### src/rtl/tetris_pkg.sv
// Shared Tetris playfield constants, cell codes and the RAM arbiter state type.
package tetris_pkg;

  localparam int COLS   = 10;
  localparam int ROWS   = 20;
  localparam int ADDR_W = 8;
  localparam int DATA_W = 4;

  typedef enum logic [3:0] {
    CELL_EMPTY   = 4'd0,
    CELL_I       = 4'd1,
    CELL_O       = 4'd2,
    CELL_T       = 4'd3,
    CELL_S       = 4'd4,
    CELL_Z       = 4'd5,
    CELL_J       = 4'd6,
    CELL_L       = 4'd7,
    CELL_GARBAGE = 4'd8
  } cell_e;

  typedef enum logic [1:0] {SYNC_WAIT, VBLANK, ACTIVE} arb_state_e;

  function automatic logic [ADDR_W-1:0] cell_addr(input int row, input int col);
    return ADDR_W'(row * COLS + col);
  endfunction

endpackage

### src/rtl/gravity_timer.sv
// Counts frames and emits a drop pulse every drop_div+1 unpaused frames.
module gravity_timer #(
  parameter int DIV_W = 5
) (
  input  logic             pixclk,
  input  logic             rst,
  input  logic             frame_tick,
  input  logic             pause,
  input  logic [DIV_W-1:0] drop_div,
  output logic             drop_tick
);

  logic [DIV_W-1:0] frame_cnt;

  // >= rather than == so lowering drop_div below the count fires promptly
  assign drop_tick = frame_tick & ~pause & (frame_cnt >= drop_div);

  always_ff @(posedge pixclk) begin
    if (rst)                      frame_cnt <= '0;
    else if (frame_tick && !pause) frame_cnt <= drop_tick ? '0 : frame_cnt + 1'b1;
  end

endmodule

### src/rtl/playfield_ram_arbiter.sv
// Shares the playfield RAM: renderer reads always win, game accesses only in
// blanking windows framed by VDE/vsync. Also paces game logic with frame/drop ticks.
module playfield_ram_arbiter #(
  parameter int ADDR_W        = tetris_pkg::ADDR_W,
  parameter int DATA_W        = tetris_pkg::DATA_W,
  parameter int DIV_W         = 5,
  parameter bit HBLANK_ACCESS = 1'b0
) (
  input  logic              pixclk,
  input  logic              rst,
  input  logic              VDE,
  input  logic [1:0]        CD,
  input  logic              r_en,
  input  logic [ADDR_W-1:0] r_addr,
  output logic [DATA_W-1:0] r_data,
  output logic              r_valid,
  input  logic              g_req,
  input  logic              g_we,
  input  logic [ADDR_W-1:0] g_addr,
  input  logic [DATA_W-1:0] g_wdata,
  output logic              g_gnt,
  output logic [DATA_W-1:0] g_rdata,
  output logic              g_rvalid,
  output logic [ADDR_W-1:0] ram_addr,
  output logic              ram_we,
  output logic [DATA_W-1:0] ram_wdata,
  input  logic [DATA_W-1:0] ram_rdata,
  input  logic [DIV_W-1:0]  drop_div,
  input  logic              pause,
  output logic              frame_tick,
  output logic              drop_tick,
  output logic              overrun
);

  localparam int RD_LAT = 2;

  tetris_pkg::arb_state_e state_q, state_d;

  logic              vs_prev, vde_prev, vsync_fall;
  logic              win_open, win_close;
  logic              rd_issue, gr_issue;
  logic [ADDR_W-1:0] addr_q;
  logic [RD_LAT-1:0] r_vld_pipe, g_vld_pipe;
  logic              hsync_unused;

  assign hsync_unused = CD[0];
  assign vsync_fall   = vs_prev & ~CD[1];

  always_ff @(posedge pixclk) begin
    if (rst) begin
      state_q  <= tetris_pkg::SYNC_WAIT;
      vs_prev  <= 1'b1;
      vde_prev <= 1'b0;
    end else begin
      state_q  <= state_d;
      vs_prev  <= CD[1];
      vde_prev <= VDE;
    end
  end

  always_comb begin
    state_d   = state_q;
    win_open  = 1'b0;
    win_close = 1'b0;
    case (state_q)
      tetris_pkg::SYNC_WAIT: if (vsync_fall) state_d = tetris_pkg::VBLANK;
      tetris_pkg::VBLANK: begin
        win_open  = ~VDE;
        win_close = VDE;
        if (VDE) state_d = tetris_pkg::ACTIVE;
      end
      tetris_pkg::ACTIVE: begin
        win_open  = HBLANK_ACCESS & ~VDE;
        win_close = HBLANK_ACCESS & VDE & ~vde_prev;
        if (vsync_fall) state_d = tetris_pkg::VBLANK;
      end
      default: state_d = tetris_pkg::SYNC_WAIT;
    endcase
  end

  // Idle cycles keep the last address on the RAM bus to avoid needless toggling
  always_comb begin
    ram_addr  = addr_q;
    ram_we    = 1'b0;
    ram_wdata = '0;
    g_gnt     = 1'b0;
    rd_issue  = 1'b0;
    gr_issue  = 1'b0;
    if (rst) begin
      ram_addr = '0;
    end else if (r_en) begin
      ram_addr = r_addr;
      rd_issue = 1'b1;
    end else if (g_req && win_open) begin
      g_gnt     = 1'b1;
      ram_addr  = g_addr;
      ram_we    = g_we;
      ram_wdata = g_wdata;
      gr_issue  = ~g_we;
    end
  end

  always_ff @(posedge pixclk) begin
    if (rst) begin
      addr_q     <= '0;
      r_vld_pipe <= '0;
      g_vld_pipe <= '0;
      r_data     <= '0;
      g_rdata    <= '0;
      frame_tick <= 1'b0;
      overrun    <= 1'b0;
    end else begin
      addr_q     <= ram_addr;
      r_vld_pipe <= {r_vld_pipe[RD_LAT-2:0], rd_issue};
      g_vld_pipe <= {g_vld_pipe[RD_LAT-2:0], gr_issue};
      if (r_vld_pipe[0]) r_data  <= ram_rdata;
      if (g_vld_pipe[0]) g_rdata <= ram_rdata;
      frame_tick <= vsync_fall;
      if (g_req && win_close && !g_gnt) overrun <= 1'b1;
    end
  end

  assign r_valid  = r_vld_pipe[RD_LAT-1];
  assign g_rvalid = g_vld_pipe[RD_LAT-1];

  gravity_timer #(.DIV_W(DIV_W)) u_grav (
    .pixclk     (pixclk),
    .rst        (rst),
    .frame_tick (frame_tick),
    .pause      (pause),
    .drop_div   (drop_div),
    .drop_tick  (drop_tick)
  );

endmodule

### config.mk
export PLATFORM = sky130hd
export DESIGN_NAME = playfield_ram_arbiter
export DESIGN_NICKNAME = d
export VERILOG_FILES = /design/src/rtl/tetris_pkg.sv /design/src/rtl/gravity_timer.sv /design/src/rtl/playfield_ram_arbiter.sv
export SDC_FILE = /design/constraint.sdc
export NUM_CORES = 1
export LEC_CHECK = 0
export ABC_AREA = 1
export ABC_CLOCK_PERIOD_IN_PS = 3900
export CAP_MARGIN = 15
export CORE_MARGIN = 5
export CORE_UTILIZATION = 44
export CTS_CLUSTER_SIZE = 25
export DETAILED_ROUTE_END_ITERATION = 12
export PLACE_DENSITY = 0.91
export RECOVER_POWER = 25
export REMOVE_ABC_BUFFERS = 1
export SKIP_LAST_GASP = 1
export SYNTH_ARGS = -nofsm -noshare
export SYNTH_HDL_FRONTEND = slang
export SYNTH_SLANG_ARGS = --single-unit
### constraint.sdc
create_clock -name pixclk -period 3.9 [get_ports pixclk]
set_input_delay 0.78 -clock pixclk [delete_from_list [all_inputs] [get_ports pixclk]]
set_output_delay 0.78 -clock pixclk [all_outputs]
set_load 0.02 [all_outputs]
==> impl_metrics.yaml <==
pwr:
  power_per_standard_cell_area_nw_per_um2: 286.7
  static-leakage-power_nw: 0.9571
  p_total_w: 0.0006109
  vdd_drop_max_v: 0.0002086
sta:
  timing.final.hold_violations: 0
  min_period_ns: 3.443
  post-route-worst-setup-slack_ns: 0.4572
  finalClockSkew_ns: 0.005653
  timing.max_slew.rel_slack_pct: 77.27
  achievable-frequency_ghz: 0.2905
  grt_setup_unrepaired: "false"
  finalSetupViolCount: 0
  setup_tns_ns: 0
  final_min_period_over_clock_period_pct: 88.28
  worst-slew-pin-transition_ns: 0.3399
  slew_viol_final: 0
final_layout:
  finish.instance_area_um2: 2131
  layout-area-overhead-vs-synth_pct: 50.04
  antenna_diode_count: 0
  final_core_utilization_pct: 69.23
  num-nets-final: 300
  post_route_cells_drive_above_1_share_pct: 8.203
yosys:
  synth_async_sr_flop_share_pct: 0
  synth-seq-area-share_pct: 42.29
  dominant_cells_by_area_after_synthesis: "sky130_fd_sc_hd__dfxtp_1 (42%), sky130_fd_sc_hd__nor2_1 (8.2%), sky130_fd_sc_hd__nand3_1 (7.8%)"
  syn-mean-instance-area_um2: 7.554
  instance_count_of_the_mapped_netlist: 188
  yosys.cell_types.count: 23
  cell_accounting_for_the_most_synthesized_area: "sky130_fd_sc_hd__dfxtp_1"
  synth_edf_count: 0
  ys.flop_type: "sky130_fd_sc_hd__dfxtp_1"
  syn-cell-area_um2: 1420
  synth.yosys.warnings: 0
  yosysTopAreaCellShare_pct: 42.29
  synth-seq-cells: 30
critical_path:
  worst_setup_path_end_kind: "output port"
  cp.required_ns: 3.12
  cell_by_cell_trace_of_the_critical_path: "dlygate4sd3_1, inv_2, o21ai_0, a31oi_1, clkdlybuf4s50_1"
  critPathKind: "input pin to output port"
  setup_crit_start_kind: "input pin"
  worstPathMaxFanout: 16
  crit_path_max_incr_delay_ns: 0.66
  crit_slowest_cell: "sky130_fd_sc_hd__dlygate4sd3_1"
  worstPathArrival_ns: 2.66
placed_design:
  routabilityCongestion: 0.7866
  hpwl_reported_at_the_end_of_detailed_placement_um: 2605
  preCtsSetupSlack_ns: 0.4995
  total_placed_instance_area_um2: 2092
  placement.io_buffers: 63
route:
  drtPass1Iterations: 4
  drc_errors: 0
  number_of_vias_after_detailed_routing: 1405
  initialDrtViolationCount: 21
  route.antenna.remaining_nets: 0
  avgViaCountPerCell: 4.683
  postRouteWirelength_um: 3249
  wl_per_cell_um: 10.83
floorplan:
  dieArea_um2: 4464
  die_h_um: 66.81
  fp.coreArea_um2: 3078
  die_width_um: 66.81
  io_pins: 65
  core.rowCount: 20
  floorplan.initialDensity_pct: 46.14
clock_network:
  clock-sinks: 30
  postCtsResizedCells: 0
  clock_tree.root_cell: "sky130_fd_sc_hd__clkbuf_4"
  cts_buffers: 5
  number_of_buffers_inserted_to_repair_setup_after_cts: 0
  htree_num_levels: 2
  holdBufCountCts: 0
  ctsLongestPathBuffers: 2
  worst_skew_pair.late_latency_ns: 0.32
  path_clk_slew_ns: 0.09
  cts_tree: "built"
grt:
  antenna_found_initial: 0
  global_route.overflow_total: 0
  grt_start_max_net_pins: 17
  globalRouteTotalUtil_pct: 16.39
  grt_first_pass_wirelength_um: 5409
  first_global_vias: 1364
outcome:
  status: "finished, final reports clean"
flow_run:
  count_of_maximum_capacitance_violations: 0
min_path:
  min-delay-path-class: "flip-flop to flip-flop"
[report_power, final]
| group | leakage (nW) | switching (W) | internal [W] |
|---|---|---|---|
| logic | 0.686 | 0.0000568 | 0.0000643 |
| registers | 0.246 | 0.00000555 | 0.000319 |
| clock network | 0.0254 | 0.0000972 | 0.0000678 |
| total | 0.957 | 0.000160 | 0.000451 |
[cell usage after synthesis (2+ instances only)]
cell type	count
sky130_fd_sc_hd__nor2_1	31
sky130_fd_sc_hd__dfxtp_1	30
sky130_fd_sc_hd__inv_1	26
sky130_fd_sc_hd__nand2_1	25
sky130_fd_sc_hd__nand3_1	22
sky130_fd_sc_hd__o21ai_0	10
sky130_fd_sc_hd__a31oi_1	8
sky130_fd_sc_hd__ha_1	6
sky130_fd_sc_hd__nand2_2	6
sky130_fd_sc_hd__a21oi_1	4
sky130_fd_sc_hd__inv_2	3
sky130_fd_sc_hd__nor2_2	3
sky130_fd_sc_hd__buf_2	2
sky130_fd_sc_hd__nor2_8	2
sky130_fd_sc_hd__o21ai_1	2
[per-stage QoR]
| stage | hold slack, ns | cells |
|---|---|---|
| 2_1_floorplan | 0.4362 | 185 |
| 3_3_place_gp | 0.4381 | 293 |
| 3_5_place_dp | 0.4470 | 293 |
| 4_1_cts | 0.4602 | 300 |
| 5_1_grt | 0.4881 | 300 |
| 6_report | 0.4612 | 300 |
[area by class of cell]
cell class / count / area [µm²]
Clock buffer: 7 / 45.04
Fill cell: 251 / 947.2
Inverter: 30 / 113.9
Multi-Input combinational cell: 125 / 681.9
Sequential cell: 30 / 600.6
Tap cell: 44 / 55.05
Timing Repair Buffer: 64 / 634.4
[logic make-up after synthesis]
family          Yosys count  share of synthesized area (%)
compound gates           26                          10.40
xor+xnor                  2                          1.234
simple gates             90                          30.57
mux                       1                         0.7049
flops                    30                          42.29
buf+inv                  33                          9.515
fa+ha+maj                 6                          5.286
[flip-flops by register name, indices dropped and copies added (netlist names)]
| register | cells |
|---|---|
| g_rdata | 4 |
| r_data | 4 |
| u_grav.frame_cnt | 5 |
| vs_prev | 1 |
| addr_q | 8 |
| g_vld_pipe | 2 |
| state_q | 2 |
| frame_tick | 1 |
| r_vld_pipe | 2 |
| overrun | 1 |
[layout by cell type, fill, tap and decap left out]
master / instances
sky130_fd_sc_hd__a21oi_1: 4
sky130_fd_sc_hd__a22o_1: 1
sky130_fd_sc_hd__a31oi_1: 8
sky130_fd_sc_hd__clkbuf_1: 3
sky130_fd_sc_hd__clkbuf_4: 5
sky130_fd_sc_hd__clkdlybuf4s50_1: 62
sky130_fd_sc_hd__clkinv_2: 1
sky130_fd_sc_hd__dfxtp_1: 30
sky130_fd_sc_hd__dlygate4sd3_1: 1
sky130_fd_sc_hd__ha_1: 6
sky130_fd_sc_hd__inv_1: 26
sky130_fd_sc_hd__inv_2: 3
sky130_fd_sc_hd__mux2i_1: 1
sky130_fd_sc_hd__nand2_1: 25
sky130_fd_sc_hd__nand2_2: 6
sky130_fd_sc_hd__nand3_1: 22
sky130_fd_sc_hd__nand3_4: 1
sky130_fd_sc_hd__nor2_1: 32
sky130_fd_sc_hd__nor2_2: 2
sky130_fd_sc_hd__nor2_8: 2
sky130_fd_sc_hd__o21ai_0: 10
sky130_fd_sc_hd__o21ai_1: 2
sky130_fd_sc_hd__o21ai_2: 1
sky130_fd_sc_hd__xnor2_1: 1
sky130_fd_sc_hd__xor2_1: 1
[routing by layer]
layer	vias up	GRT usage (%)	share of wire, %
li1	736	-	-
met1	610	15.77	39
met2	54	27.10	46
met3	5	11.47	14
met4	0	6.345	1.5
met5	-	0	0
[path summary, 6_finish.rpt]
kind | start | to | slack [ns] | cells past startpoint
max | rst | ram_addr[4] | 0.46 | 5
min | overrun | overrun | 0.46 | 2
min reg2reg | overrun | overrun | 0.46 | 2
max reg2reg | u_grav.frame_cnt[3] | u_grav.frame_cnt[3] | 2.55 | 8
[critical path: cells and delay by family]
family | cells | cell delay (ns)
compound gates | 2 | 0.34
buf+inv | 3 | 1.54
Power figures use the tool's default switching activity.
